[src/rtl/countdown_timer.sv]
// countdown_timer: loadable prescaled down-counter with one-shot/periodic expiry pulse
module countdown_timer #(
    parameter int WIDTH    = 8,
    parameter int PRESCALE = 1
) (
    input  logic             clk,
    input  logic             clr,
    input  logic             load,
    input  logic [WIDTH-1:0] load_val,
    input  logic             start,
    input  logic             pause,
    input  logic             mode,
    output logic [WIDTH-1:0] count,
    output logic             busy,
    output logic             done
);
    localparam int PW = PRESCALE > 1 ? $clog2(PRESCALE) : 1;
    localparam logic [PW-1:0] PRE_MAX = PW'(PRESCALE - 1);

    typedef enum logic [1:0] {IDLE, RUN, HOLD} state_t;

    state_t           state;
    logic [WIDTH-1:0] reload_reg;
    logic [WIDTH-1:0] start_val;
    logic [PW-1:0]    pre;
    logic             tick;
    logic             rearm;

    // start value (a coincident load overrides the stored one), tick and periodic re-arm decisions
    always_comb begin
        start_val = load ? load_val : reload_reg;
        tick      = pre == PRE_MAX;
        rearm     = mode && reload_reg != '0;
    end

    assign busy = state != IDLE;

    // single-process FSM; the resume edge out of HOLD already counts so each paused cycle costs exactly one cycle
    always_ff @(posedge clk) begin
        if (clr) begin
            state      <= IDLE;
            count      <= '0;
            reload_reg <= '0;
            pre        <= '0;
            done       <= 1'b0;
        end else begin
            done <= 1'b0;
            if (load) reload_reg <= load_val;
            if (start) begin
                count <= start_val;
                pre   <= '0;
                state <= start_val != '0 ? RUN : IDLE;
                done  <= start_val == '0;
            end else if (state == IDLE) begin
                if (load) count <= load_val;
            end else if (pause) begin
                state <= HOLD;
            end else begin
                state <= RUN;
                pre   <= tick ? '0 : pre + 1'b1;
                if (tick && count == WIDTH'(1)) begin
                    done  <= 1'b1;
                    count <= rearm ? reload_reg : '0;
                    state <= rearm ? RUN : IDLE;
                end else if (tick && count != '0) begin
                    count <= count - 1'b1;
                end
            end
        end
    end
endmodule
[config.mk]
export PLATFORM = sky130hd
export DESIGN_NAME = countdown_timer
export DESIGN_NICKNAME = d
export VERILOG_FILES = /design/src/rtl/countdown_timer.sv
export SDC_FILE = /design/constraint.sdc
export NUM_CORES = 1
export LEC_CHECK = 0
export ABC_AREA = 0
export CORE_MARGIN = 4
export CORE_UTILIZATION = 54
export DETAILED_ROUTE_END_ITERATION = 10
export PLACE_DENSITY = 0.84
export SETUP_SLACK_MARGIN = 0.05
export SYNTH_ARGS = -nofsm -noshare
export SYNTH_HDL_FRONTEND = slang
export SYNTH_SLANG_ARGS = --single-unit
[constraint.sdc]
create_clock -name clk -period 5.2 [get_ports clk]
set_input_delay 1.04 -clock clk [delete_from_list [all_inputs] [get_ports clk]]
set_output_delay 1.04 -clock clk [all_outputs]
set_load 0.05 [all_outputs]
==> flow_metrics.tcl <==
set metrics [dict create \
    report.final.setup_viol 0 \
    synthToLayoutAreaGrowth_pct 22.3 \
    start_util 0.581 \
    endpoint_kind "flip-flop" \
    layout_min_cycle_time_ns 3.21 \
    ys_ff_latch 19 \
    wl_met3_um 133 \
    avgSynthCellArea_sq_um 8.14 \
    coreArea_sq_mm 0.00200 \
    post_cts_resized 0 \
    wl_met2_mm 1.32 \
    fin_setup_tns_ns 0 \
    syn_area_sq_mm 0.00116 \
    ys_seq_area_frac 0.327 \
    startpoint_type "primary input" \
    pin_count 24 \
    syn_nets 160 \
    skew_ns 0.00915 \
    cp.required_ns 5.37 \
    drt_pre_antenna_iters 4 \
    wire_per_inst_um 14.8 \
    register_area_sq_um 380 \
    yosysWarnings 0 \
    status "complete, no violations" \
    reg2reg_from "count[0]" \
    vias 1140 \
    finalInstanceArea_sq_mm 0.00142 \
    die_h_um 54.4 \
    grt_antenna_before_repair 0 \
    dp_hpwl_mm 2.13 \
    vdd_ir_drop_max_uv 191 \
    path_delay_family "compound AO/OA/AOI/OAI gates" \
    cts_hold_buf 0 \
    timing.slew.headroom 0.237 \
    std_cell_rows 16 \
    cts.sinks 19 \
    grt_pass1_vias 1025 \
    cellPowerDensity_mw_per_mm2 284 \
    drv_slew 0 \
    dpl_cell_area_sq_mm 0.00140 \
    avgViaCountPerCell 6.03 \
    n_antenna_cell 0 \
    ys_types 41 \
    numCtsBuffers 3 \
    top_layer "met4" \
    wl_mm 2.79 \
    drcViolationCount 0 \
    grt_overflow 0 \
    hold_start "reload_reg[4]" \
    crit_start "load" \
    fp.dieArea_sq_mm 0.00296 \
    cts_tree "done" \
    path_cells "clkdlybuf4s50_1, or3_1, a21oi_1, a31oi_1, o311a_1, a211oi_2" \
    n_fill_cell 174 \
    min_path_type "flip-flop to flip-flop" \
    multi_input_area_sq_um 739 \
    cts_max_level 1 \
    syn_inst 143 \
    maxCapViolations 0 \
    drt-met1-wl_mm 1.30 \
    cp_num_buf_inv 1 \
    grt_max_degree 20 \
    cts-root-buf "clkbuf_4" \
    critPathKind "primary input to flip-flop" \
    clock_latency_ns 0.31 \
    clockBufferDepth 2 \
    port_buffers 23 \
    post_cts_buffers 0 \
    p_leak_nw 0.544 \
    die_w_um 54.4 \
    gp_congestion 0.845 \
    crit_fanout 16 \
    nets 180 \
    path_clk_slew_ns 0.11 \
    antenna_left 0 \
    drive_gt1_frac 0.0556 \
    crit_slowest_cell "clkdlybuf4s50_1" \
    final_hold_viol_count 0 \
    critical_path_arrival_ns 3.38 \
    slowest_delay_ns 0.85 \
    tightest_slew_ns 1.14 \
    drt_iter0_markers 24 \
    grt_usage 0.224 \
    clock.fmax_mhz 311 \
    period_share 0.618 \
    grt_pass1_wl_mm 4.77 \
    rsz0062_at_grt "no" \
]
[layout by cell type (no fill, tap or decap), types with 3 or more instances in the layout]
master,synthesis,routed
or4_1,3,3
dfxtp_1,19,19
a21oi_1,12,12
clkdlybuf4s50_1,0,23
nor2_1,24,24
inv_1,3,3
ha_1,3,3
mux2i_1,9,9
clkbuf_4,0,3
o21ai_0,4,4
a22oi_1,5,5
nand2_1,8,8
a311oi_1,3,3
nor3_1,5,5
a211oi_1,4,4
[routing by layer]
metal | global-route usage | up-vias
li1 | - | 570
met1 | 0.296 | 532
met2 | 0.369 | 33
met3 | 0.0327 | 5
met4 | 0.0747 | 0
met5 | 0 | -
[report_power, final]
part	internal (mW)	total, mW	switching [mW]
sequential	0.158	0.176	0.0178
clock	0.0288	0.0789	0.0502
combinational	0.0618	0.150	0.0885
total	0.248	0.405	0.156
[worst min-delay path, stage by stage (launching register included)]
cell	delay, ns
dfxtp_1	0.35
nand2_1	0.08
a211oi_2	0.06
[cell usage after synthesis (all sizes together)]
| library cell | count | area, sq um |
|---|---|---|
| ha | 3 | 37.5 |
| o221ai | 1 | 8.76 |
| a21o | 1 | 7.51 |
| a22oi | 5 | 37.5 |
| dfxtp | 19 | 380 |
| and3 | 1 | 6.26 |
| nand3 | 1 | 5.00 |
| o21a | 1 | 7.51 |
| a211oi | 6 | 55.1 |
| inv | 3 | 11.3 |
| a31oi | 2 | 12.5 |
| nand2b | 2 | 12.5 |
| o211ai | 1 | 7.51 |
| nor2b | 1 | 6.26 |
| o21ai | 4 | 20.0 |
| or3 | 3 | 23.8 |
| nor3b | 2 | 15.0 |
| o22ai | 1 | 6.26 |
| nand4 | 1 | 6.26 |
| nand2 | 8 | 30.0 |
| o41ai | 1 | 8.76 |
| o31a | 1 | 8.76 |
| a211o | 1 | 8.76 |
| a21oi | 12 | 60.1 |
| buf | 4 | 17.5 |
| xnor2 | 2 | 17.5 |
| a41oi | 1 | 8.76 |
| nor3 | 7 | 51.3 |
| xor2 | 1 | 8.76 |
| mux2i | 9 | 90.1 |
| nor4 | 2 | 12.5 |
| clkbuf | 4 | 15.0 |
| or4 | 3 | 22.5 |
| o311a | 2 | 20.0 |
| a311oi | 3 | 26.3 |
| nor2 | 24 | 90.1 |
[through the flow]
step	hold WS (ns)	std cells	setup slack (ns)	total power [mW]	utilization
5_1_grt	0.554	189	1.76	0.428	0.711
4_1_cts	0.526	189	2.01	0.405	0.711
3_3_place_gp	0.501	185	1.74	0.325	0.697
6_report	0.531	189	1.99	0.405	0.711
3_5_place_dp	0.501	185	1.68	0.328	0.697
2_1_floorplan	0.475	143	3.00	0.283	-
[layout make-up]
type / count / share of cell area
Clock buffer: 3 / 0.0158
Clock inverter: 1 / 0.00352
Inverter: 3 / 0.00792
Multi-Input combinational cell: 113 / 0.520
Sequential cell: 19 / 0.267
Tap cell: 27 / 0.0237
Timing Repair Buffer: 23 / 0.162
[cells by family after synthesis]
logic type	count (synthesis)	synth area share
AOI/OAI and AO/OA	43	0.261
xor gates and xnor gates	3	0.0226
adders and majority gates	3	0.0323
buffers and inverters	11	0.0376
DFF	19	0.327
muxes	9	0.0774
and+or+nand+nor	55	0.242
[worst paths after layout]
check | end | slack, ns | cells past startpoint
max | count[2] | 1.99 | 6
min | count[4] | 0.53 | 2
max reg2reg | count[2] | 2.83 | 6
min reg2reg | count[4] | 0.53 | 2
Power figures use the tool's default switching activity.
